**config.mk**
```make
export PLATFORM = sky130hd
export DESIGN_NAME = fir_coeff_sequencer
export DESIGN_NICKNAME = d
export VERILOG_FILES = /design/src/rtl/fir_coeff_seq_pkg.sv /design/src/rtl/fir_coeff_sequencer_bank_ram.sv /design/src/rtl/fir_coeff_sequencer.sv
export SDC_FILE = /design/constraint.sdc
export NUM_CORES = 1
export LEC_CHECK = 0
export CAP_MARGIN = 20
export CELL_PAD_IN_SITES_DETAIL_PLACEMENT = 1
export CELL_PAD_IN_SITES_GLOBAL_PLACEMENT = 1
export CORE_MARGIN = 4
export CORE_UTILIZATION = 60
export CTS_CLUSTER_DIAMETER = 30
export DETAILED_ROUTE_END_ITERATION = 12
export PLACE_DENSITY = 0.91
export REMOVE_ABC_BUFFERS = 1
export SLEW_MARGIN = 20
export SYNTH_ARGS = -nofsm -noshare
export SYNTH_HDL_FRONTEND = slang
export SYNTH_SLANG_ARGS = --single-unit
export TNS_END_PERCENT = 5
```
**constraint.sdc**
```tcl
create_clock -name clock -period 4.5 [get_ports clock]
set_input_delay 0.45 -clock clock [delete_from_list [all_inputs] [get_ports clock]]
set_output_delay 0.45 -clock clock [all_outputs]
set_load 0.02 [all_outputs]
```
**src/rtl/fir_coeff_seq_pkg.sv**
```systemverilog
// Shared types and defaults for fir_coeff_sequencer.
// FIR_COEFF_SEQ_AUTOLOAD_EN (top) enables the bank-0 load after reset.
package fir_coeff_seq_pkg;

    localparam int DEF_NUMBER_TAPS       = 16;
    localparam int DEF_COEFFICIENT_WIDTH = 16;
    localparam int DEF_C_AXI_DATA_WIDTH  = 32;
    localparam int DEF_NUM_BANKS         = 4;
    localparam int DEF_CLEAR_CYCLES      = 2;

    localparam int DEF_BANK_W = $clog2(DEF_NUM_BANKS);
    localparam int DEF_IDX_W  = $clog2(DEF_NUMBER_TAPS);

    typedef enum logic [2:0] {
        IDLE,
        WAIT_QUIET,
        CLEAR,
        LOAD,
        DONE
    } seq_state_t;

    function automatic logic [DEF_C_AXI_DATA_WIDTH-1:0] sext(
        input logic [DEF_COEFFICIENT_WIDTH-1:0] c
    );
        return DEF_C_AXI_DATA_WIDTH'($signed(c));
    endfunction

endpackage

```
**src/rtl/fir_coeff_sequencer_bank_ram.sv**
```systemverilog
// Coefficient table: NUM_BANKS x NUMBER_TAPS flops, one write port,
// one combinational read port. Contents survive reset.
module fir_coeff_bank_ram
    import fir_coeff_seq_pkg::*;
#(
    parameter int NUMBER_TAPS       = DEF_NUMBER_TAPS,
    parameter int COEFFICIENT_WIDTH = DEF_COEFFICIENT_WIDTH,
    parameter int NUM_BANKS         = DEF_NUM_BANKS,
    localparam int BW = $clog2(NUM_BANKS),
    localparam int IW = $clog2(NUMBER_TAPS)
) (
    input  logic                         clock,
    input  logic                         we,
    input  logic [BW-1:0]                wr_bank,
    input  logic [IW-1:0]                wr_index,
    input  logic [COEFFICIENT_WIDTH-1:0] wr_data,
    input  logic [BW-1:0]                rd_bank,
    input  logic [IW-1:0]                rd_index,
    output logic [COEFFICIENT_WIDTH-1:0] rd_data
);

    logic [COEFFICIENT_WIDTH-1:0] mem [NUM_BANKS][NUMBER_TAPS];

    always_ff @(posedge clock) begin
        if (we) begin
            mem[wr_bank][wr_index] <= wr_data;
        end
    end

    assign rd_data = mem[rd_bank][rd_index];

endmodule

```
**src/rtl/fir_coeff_sequencer.sv**
```systemverilog
// Streams one of NUM_BANKS coefficient sets into a fir_filter.
// Define FIR_COEFF_SEQ_AUTOLOAD_EN to load bank 0 after reset release.
module fir_coeff_sequencer
    import fir_coeff_seq_pkg::*;
#(
    parameter int NUMBER_TAPS       = DEF_NUMBER_TAPS,
    parameter int COEFFICIENT_WIDTH = DEF_COEFFICIENT_WIDTH,
    parameter int C_AXI_DATA_WIDTH  = DEF_C_AXI_DATA_WIDTH,
    parameter int NUM_BANKS         = DEF_NUM_BANKS,
    parameter int CLEAR_CYCLES      = DEF_CLEAR_CYCLES,
    localparam int BW   = $clog2(NUM_BANKS),
    localparam int IW   = $clog2(NUMBER_TAPS),
    localparam int CNTW = $clog2(CLEAR_CYCLES + 1)
) (
    input  logic                         clock,
    input  logic                         reset,
    input  logic                         tbl_we,
    input  logic [BW-1:0]                tbl_bank,
    input  logic [IW-1:0]                tbl_index,
    input  logic [COEFFICIENT_WIDTH-1:0] tbl_data,
    output logic                         tbl_err,
    input  logic                         switch_req,
    input  logic [BW-1:0]                switch_bank,
    output logic                         switch_ack,
    output logic                         busy,
    output logic [BW-1:0]                active_bank,
    output logic                         coeffs_loaded,
    input  logic                         frame_active,
    input  logic                         samples_remaining,
    output logic                         hold_input,
    output logic                         coeffs_aresetn,
    output logic                         coeffs_wvalid,
    input  logic                         coeffs_wready,
    output logic [C_AXI_DATA_WIDTH-1:0]  coeffs_wdata
);

    seq_state_t state, state_nxt;

    logic [BW-1:0]                target;
    logic [BW-1:0]                active_q;
    logic [IW-1:0]                idx;
    logic [CNTW-1:0]              clr_cnt;
    logic                         loaded_q;
    logic                         beat;
    logic                         last_beat;
    logic                         clr_done;
    logic                         quiet;
    logic                         drop;
    logic                         auto_go;
    logic [COEFFICIENT_WIDTH-1:0] rd_data;

`ifdef FIR_COEFF_SEQ_AUTOLOAD_EN
    logic auto_pend;

    always_ff @(posedge clock) begin
        if (reset) begin
            auto_pend <= 1'b1;
        end else if (state == IDLE) begin
            auto_pend <= 1'b0;
        end
    end

    assign auto_go = auto_pend;
`else
    assign auto_go = 1'b0;
`endif

    assign beat      = (state == LOAD) && coeffs_wready;
    assign last_beat = beat && (idx == IW'(NUMBER_TAPS - 1));
    assign clr_done  = (clr_cnt == CNTW'(CLEAR_CYCLES - 1));
    assign quiet     = !frame_active && !samples_remaining;

    // Writes into the bank being streamed would tear the load.
    assign drop    = tbl_we && (state != IDLE) && (tbl_bank == target);
    assign tbl_err = drop;

    fir_coeff_bank_ram #(
        .NUMBER_TAPS      (NUMBER_TAPS),
        .COEFFICIENT_WIDTH(COEFFICIENT_WIDTH),
        .NUM_BANKS        (NUM_BANKS)
    ) u_ram (
        .clock   (clock),
        .we      (tbl_we && !drop),
        .wr_bank (tbl_bank),
        .wr_index(tbl_index),
        .wr_data (tbl_data),
        .rd_bank (target),
        .rd_index(idx),
        .rd_data (rd_data)
    );

    always_ff @(posedge clock) begin
        if (reset) begin
            state <= IDLE;
        end else begin
            state <= state_nxt;
        end
    end

    always_comb begin
        state_nxt      = state;
        busy           = 1'b1;
        hold_input     = 1'b1;
        coeffs_aresetn = 1'b1;
        coeffs_wvalid  = 1'b0;
        coeffs_wdata   = '0;
        switch_ack     = 1'b0;
        unique case (state)
            IDLE: begin
                busy       = 1'b0;
                hold_input = 1'b0;
                if (auto_go) begin
                    state_nxt = CLEAR;
                end else if (switch_req) begin
                    state_nxt = WAIT_QUIET;
                end
            end
            WAIT_QUIET: begin
                if (quiet) begin
                    state_nxt = CLEAR;
                end
            end
            CLEAR: begin
                coeffs_aresetn = 1'b0;
                if (clr_done) begin
                    state_nxt = LOAD;
                end
            end
            LOAD: begin
                coeffs_wvalid = 1'b1;
                coeffs_wdata  = C_AXI_DATA_WIDTH'($signed(rd_data));
                if (last_beat) begin
                    state_nxt = DONE;
                end
            end
            DONE: begin
                switch_ack = 1'b1;
                state_nxt  = IDLE;
            end
            default: state_nxt = IDLE;
        endcase
    end

    always_ff @(posedge clock) begin
        if (reset) begin
            target   <= '0;
            idx      <= '0;
            clr_cnt  <= '0;
            active_q <= '0;
            loaded_q <= 1'b0;
        end else begin
            unique case (state)
                IDLE: begin
                    idx     <= '0;
                    clr_cnt <= '0;
                    if (auto_go) begin
                        target <= '0;
                    end else if (switch_req) begin
                        target <= switch_bank;
                    end
                end
                WAIT_QUIET: clr_cnt <= '0;
                CLEAR:      clr_cnt <= clr_cnt + CNTW'(1);
                LOAD: begin
                    if (beat) begin
                        idx <= idx + IW'(1);
                    end
                end
                DONE: begin
                    active_q <= target;
                    loaded_q <= 1'b1;
                end
                default: ;
            endcase
        end
    end

    assign active_bank   = active_q;
    assign coeffs_loaded = loaded_q;

endmodule

```
==> run_results.csv, run 1 <==
group,metric,value,unit
run_status,error,"Error: net298 4 pin not visited #guides = 51",
cts,root_buffer,"clkbuf_16",
synth,syn_area,40400,µm²
run_status,haltStage,"5_2_route",
die,chipHeight,267,µm
cts,htree_levels,4,
grt,grt_max_degree,65,
synth,synth_top_area_share,76.1,%
synth,ys_types,56,
die,die_w,267,µm
grt,antenna_found_initial,8,
grt,grt_pass1_wl,198000,µm
synth,yosys_most_used_dff,"edfxtp_1",
synth,synth_seq_cells,1040,
placement,dpl.hpwl,64700,µm
die,initial_utilization,61.0,%
die,io_pins,72,
synth,synth_area_leaders,"edfxtp_1 76%, mux4_2 13%, mux4_1 1.8%, mux2i_1 1.0%, o22ai_1 0.81%",
timing,worstEpCategory,"output port",
cts,cts_sinks,1040,
synth,syn_inst,1824,
grt,gr-usage-all-layers,40.7,%
timing,crit_endpoint,"coeffs_wdata[8]",
synth,synth_top_area_cell,"edfxtp_1",
cts,clockBufferDepth,3,
placement,gp_routability_congestion,0.852,
grt,first_global_vias,24000,
synth,synth-seq-area-share,76.9,%
placement,dp_cells,2770,
placement,io_buffers,71,
synth,synthArstFlopShare,0,%
synth,avgSynthCellArea,22.1,µm²
grt,overflow,0,
synth,synth_edf_count,1024,
run_status,status,"stopped before the end",
synth,yosys_warnings,0,
die,row_count,94,
cts,cts_buffers,165,
## logic make-up after synthesis
| logic type | synth area share, % |
|---|---|
| AOI/OAI and AO/OA | 2.30 |
| xor gates and xnor gates | 0.108 |
| adders and majority gates | 0.0619 |
| buffers and inverters | 2.25 |
| DFF | 76.9 |
| muxes | 16.1 |
| and+or+nand+nor | 2.31 |
## metal layers
metal and global-route usage (%):
met3 10.6, met1 51.8, met5 0, met4 22.8, met2 65.0
## cell usage after synthesis (all sizes together), types with 4 or more instances
cell / instances
a21o: 5
clkbuf: 23
dfxtp: 16
inv: 5
nand3: 10
a2111oi: 7
mux2: 15
nor4: 4
nand2b: 4
nor2b: 14
buf: 95
or3: 8
xor2: 4
o21ai: 25
nor3: 22
mux2i: 42
mux4: 257
a21oi: 21
nand3b: 4
nand2: 38
edfxtp: 1024
o22ai: 52
a211oi: 20
nor2: 85
## metrics by stage
stage | setup slack [ns] | hold slack (ns) | util (%) | area [µm²]
floorplan | -10.13 | 0.455 | - | 39500
global placement | 0.618 | 0.453 | 63.9 | 42300
detailed placement | 0.437 | 0.496 | 63.9 | 42300
CTS | -0.0250 | 0.323 | 72.7 | 48100
global route | -0.162 | 0.0414 | 73.0 | 48300
## timing repair
| action | in CTS | in global routing |
|---|---|---|
| setup endpoints to repair | 30 | 12 |
| resized for setup | 11 | 20 |
| hold buffers | 0 | 1 |
| buffers inserted | 4 | 0 |
| endpoints found under the hold margin | 0 | 3 |
==> run 2: changes to the inputs <==
- CELL_PAD_IN_SITES_DETAIL_PLACEMENT: 1 -> not set
- CELL_PAD_IN_SITES_GLOBAL_PLACEMENT: 1 -> not set
- CORE_UTILIZATION: 60 -> 40
- CTS_CLUSTER_DIAMETER: 30 -> not set
- PLACE_DENSITY: 0.91 -> not set
- PLACE_DENSITY_LB_ADDON: not set -> 0.15
==> run_results.csv, run 2 <==
group,metric,value,unit
grt,grt_max_degree,65,
detailed_routing,wire_per_inst,29.4,µm
cts,clkTransAtPathRegs,0.06,ns
synth,synth_area_leaders,"edfxtp_1 76%, mux4_2 13%, mux4_1 1.8%, mux2i_1 1.0%, o22ai_1 0.81%",
power_and_ir_drop,fin_total_pwr,20.0,mW
detailed_routing,wl,100000,µm
synth,synth_top_family_by_area,"multiplexers",
critical_path,crit_required,4.05,ns
layout,largest_reg_flops,1024,
cts,cts_hold_buf,0,
die,io_pins,72,
placement,dpl.hpwl,59200,µm
placement,io_buffers,71,
synth,synth_compound_area_share,2.30,%
detailed_routing,drtPass1Iterations,5,
detailed_routing,vias,19100,
layout,drive_gt1_share,27.7,%
layout,mostFrequentLayoutCell,"edfxtp_1",
cts,root_buffer,"clkbuf_16",
layout,postLayoutCoreUtil,46.4,%
layout,n_fill_cell,8368,
critical_path,crit_slowest_cell,"nor4_1",
cts,cts_buffers,108,
synth,synthMuxAreaShare,16.1,%
timing,worst_pin_slew,1.29,ns
layout,synthToLayoutAreaGrowth,15.0,%
detailed_routing,post_drt_via_cell_ratio,5.60,
cts,cts_sinks,1040,
cts,clkLatencyLatePin,0.68,ns
die,chipHeight,326,µm
critical_path,path_max_fanout,21,
grt,grt_pass1_wl,145000,µm
synth,avgSynthCellArea,22.1,µm²
synth,synth_seq_cells,1040,
layout,regMostFlops,"u_ram.mem",
synth,syn_area,40400,µm²
cts,cts_tree,"built",
timing,setup_tns,0,ns
layout,largest_registers,"u_ram.mem (1024), idx (4), state (3)",
timing,min_period,4.38,ns
synth,synth-xor-area-share,0.108,%
critical_path,worstPathCellList,"buf_4, mux4_2, a211oi_1, nor4_1, a21o_1, clkdlybuf4s50_1",
timing,report.final.slew_viol_count,0,
layout,finalNonFillerCells,3407,
critical_path,timing.critical_path.arrival,3.93,ns
synth,synth-seq-area-share,76.9,%
synth,synth_common_cells,"1024 x edfxtp_1, 229 x mux4_2, 85 x nor2_1",
run_status,status,"complete, no violations",
placement,placed_cell_area,42900,µm²
timing,timing.final.ws_setup,0.116,ns
synth,synthSimpleGateAreaFrac,2.31,%
synth,synth_edf_count,1024,
layout,mostFrequentLayoutCells,"1024 x edfxtp_1, 229 x mux4_2, 122 x buf_4",
synth,ys_types,56,
die,row_count,116,
die,die_w,326,µm
critical_path,cp-end-kind,"output pin",
grt,overflow,0,
timing,relSlewSlack,13.3,%
timing,final.period_utilization,97.4,%
critical_path,critPathMaxStageDelay,1.11,ns
cts,htree_levels,3,
detailed_routing,drt_iter0_markers,2011,
detailed_routing,drtAntennaViolNets,0,
synth,synth_top_area_cell,"edfxtp_1",
placement,place_ws,0.419,ns
min_path,min-delay-path-class,"input pin to flop",
timing,fmax,228,MHz
synth,yosysMostFrequentCell,"edfxtp_1",
grt,antenna_found_initial,5,
timing,rsz0062_at_grt,"no",
detailed_routing,drc,0,
timing,setup_violations,0,
grt,gr-usage-all-layers,18.9,%
grt,first_global_vias,20200,
synth,synth_top_area_share,76.1,%
placement,gp_routability_congestion,0.765,
critical_path,criticalPathCategory,"flop to output pin",
layout,nets,2053,
timing,fin_hold_ws,0.387,ns
timing,finalClockSkew,0.0179,ns
power_and_ir_drop,peakVddDrop,0.308,mV
power_and_ir_drop,power_density,431,nW/µm²
die,dieArea,106000,µm²
cts,clockBufferDepth,3,
synth,synthArstFlopShare,0,%
die,core,100000,µm²
critical_path,critPathLaunchType,"flop",
synth,syn_inst,1824,
synth,yosys_most_used_dff,"edfxtp_1",
layout,design_area,46400,µm²
power_and_ir_drop,cellLeakagePower,14.2,nW
timing,hold_violations,0,
placement,dp_cells,3205,
synth,yosys_warnings,0,
die,initial_utilization,40.3,%
run,maxCapViolations,0,
synth,synth_fa_ha_area_share,0.0620,%
run 2: cell counts after synthesis:
No cell type changed its count.
run 2: area by class of cell:
cell class / count / area [µm²] / share of cell area (%)
Sequential cell: 1040 / 31100 / 66.9
Clock inverter: 61 / 537 / 1.16
Inverter: 5 / 18.8 / 0.0404
Tap cell: 1298 / 1620 / 3.50
Antenna cell: 1 / 2.50 / 0.00539
Multi-Input combinational cell: 661 / 8550 / 18.4
Timing Repair Buffer: 204 / 1770 / 3.82
Clock buffer: 137 / 2840 / 6.12
run 2: worst paths after layout:
kind	startpoint	end	slack, ns	cells past startpoint
hold reg to reg	coeffs_loaded	coeffs_loaded	0.47	2
setup / recovery	flop	coeffs_wdata[12]	0.12	6
setup reg to reg	state[2]	u_ram.mem[0][141]	1.15	5
hold / removal	switch_bank[1]	flop	0.39	3
run 2: where the power goes:
part	total (mW)	leakage, nW	switching (mW)	internal [mW]
logic	0.789	3.16	0.475	0.314
clock network	8.50	1.66	3.64	4.87
registers	10.7	9.34	0.0223	10.7
run 2: cell families (layout without fill, tap and decap cells):
family	Yosys count	count (layout)
AOI/OAI and AO/OA	141	141
xor gates and xnor gates	5	5
adders and majority gates	2	2
buffers and inverters	123	407
DFF	1040	1040
muxes	314	314
other	0	1
and+or+nand+nor	199	199
run 2: layer usage:
layer | vias to the layer above | routed length, µm | GRT usage, %
met5 | - | 45 | 0
met4 | 6 | 3320 | 6.34
met3 | 159 | 5100 | 3.37
met2 | 541 | 49000 | 31.0
met1 | 10300 | 42800 | 25.9
li1 | 8092 | - | -
run 2: worst max-delay path, delay by kind of cell, from the launching register on:
family          cells  cell delay (ns)
simple gates        1             1.11
buf+inv             2             0.97
flops               1             0.60
mux                 1             0.28
compound gates      2             0.28
run 2: what timing repair did:
| action | CTS | global route |
|---|---|---|
| endpoints found under the setup margin | 23 | 8 |
| setup buffers | 1 | 2 |
| gates cloned | 0 | 0 |
| resized for setup | 6 | 2 |
Power figures use the tool's default switching activity.
==> run 3: changes to the inputs <==
- CORE_ASPECT_RATIO: not set -> 1.4
==> run_results.csv, run 3 (synthesized netlist as in run 2, its figures left out) <==
group,metric,value,unit
critical_path,path_max_fanout,38,
placement,placed_cell_area,43100,µm²
die,dieArea,106000,µm²
layout,synthToLayoutAreaGrowth,14.9,%
layout,drive_gt1_share,28.6,%
layout,finalNonFillerCells,3429,
detailed_routing,post_drt_via_cell_ratio,5.63,
placement,place_ws,0.433,ns
detailed_routing,wire_per_inst,30.6,µm
timing,fmax,229,MHz
power_and_ir_drop,cellLeakagePower,14.2,nW
run_status,status,"complete, no violations",
detailed_routing,drt_iter0_markers,1816,
cts,clkTransAtPathRegs,0.07,ns
die,die_w,277,µm
timing,setup_tns,0,ns
layout,mostFrequentLayoutCells,"1024 x edfxtp_1, 229 x mux4_2, 147 x buf_4",
detailed_routing,vias,19300,
power_and_ir_drop,peakVddDrop,0.286,mV
grt,antenna_found_initial,3,
layout,design_area,46400,µm²
timing,relSlewSlack,30.6,%
grt,first_global_vias,20100,
grt,grt_pass1_wl,151000,µm
timing,setup_violations,0,
placement,dpl.hpwl,63400,µm
layout,antenna_cells,0,
min_path,min-delay-path-class,"input pin to flop",
layout,nets,2069,
placement,io_buffers,71,
timing,fin_hold_ws,0.183,ns
detailed_routing,drc,0,
timing,rsz0062_at_grt,"yes",
cts,htree_levels,3,
die,row_count,137,
timing,hold_violations,0,
die,core,99900,µm²
layout,regMostFlops,"u_ram.mem",
grt,overflow,0,
cts,clockBufferDepth,3,
layout,largest_registers,"u_ram.mem (1024), idx (4), state (3)",
run,maxCapViolations,0,
placement,gp_routability_congestion,0.775,
timing,report.final.slew_viol_count,0,
timing,finalClockSkew,0.0162,ns
timing,min_period,4.38,ns
die,io_pins,72,
placement,dp_cells,3252,
die,initial_utilization,40.4,%
layout,mostFrequentLayoutCell,"edfxtp_1",
critical_path,criticalPathCategory,"flop to output pin",
cts,cts_hold_buf,0,
cts,cts_buffers,97,
cts,clkLatencyLatePin,0.69,ns
power_and_ir_drop,power_density,426,nW/µm²
critical_path,critPathLaunchType,"flop",
detailed_routing,drtAntennaViolNets,0,
critical_path,timing.critical_path.arrival,3.93,ns
timing,final.period_utilization,97.2,%
cts,root_buffer,"clkbuf_16",
critical_path,cp-end-kind,"output pin",
timing,worst_pin_slew,1.04,ns
cts,cts_tree,"built",
cts,cts_sinks,1040,
detailed_routing,drtPass1Iterations,7,
grt,gr-usage-all-layers,19.7,%
critical_path,crit_required,4.05,ns
detailed_routing,wl,105000,µm
layout,largest_reg_flops,1024,
timing,timing.final.ws_setup,0.125,ns
die,chipHeight,384,µm
grt,grt_max_degree,65,
==> run 3: final timing paths <==
check / from / end / slack, ns / cells past startpoint
setup reg to reg: state[2] / u_ram.mem[1][32] / 1.29 / 6
hold / removal: tbl_data[4] / u_ram.mem[2][100] / 0.18 / 1
setup / recovery: idx[0] / coeffs_wdata[2] / 0.12 / 7
hold reg to reg: coeffs_loaded / coeffs_loaded / 0.48 / 2
==> run 3: layout make-up <==
cell class / count / area, µm²
clock buffer: 117 / 2590
clock inverter: 55 / 551
fill: 8249 / 53500
inverter: 5 / 18.8
multi-input combinational: 661 / 8570
sequential: 1040 / 31100
tap: 1320 / 1650
timing repair buffer: 231 / 1960
==> run 3: through the flow <==
stage                     utilization [%]  power (mW)
after global placement               43.1        11.7
after global routing                 46.4        20.4
after floorplan                         -        11.4
final                                46.4        19.8
after CTS                            46.3        20.0
after detailed placement             43.2        11.8
==> run 3: metal layers <==
| metal | wire length (µm) | global-route usage (%) |
|---|---|---|
| met1 | 43300 | 26.3 |
| met2 | 53100 | 33.4 |
| met3 | 6130 | 3.50 |
| met4 | 2550 | 6.34 |
| met5 | 0 | 0 |
==> run 3: where the power goes <==
part           switching, mW  internal, mW
Clock                   3.52          4.71
Sequential            0.0230          10.7
Combinational          0.513         0.320
==> run 3: worst max-delay path, stage by stage, from the launching register on <==
cell and delay [ns]:
dfxtp_4 0.44, buf_12 0.25, buf_4 0.57, mux4_2 0.33, o22ai_1 0.11, or3_1 0.46
o21ai_1 0.34, clkdlybuf4s50_1 0.69
==> run 3: timing repair <==
item / in CTS / in global routing
setup endpoints to repair: 28 / 15
gates resized for setup: 10 / 8
hold endpoints to repair: 0 / 0
buffers inserted: 0 / 5
cloned: 0 / 0
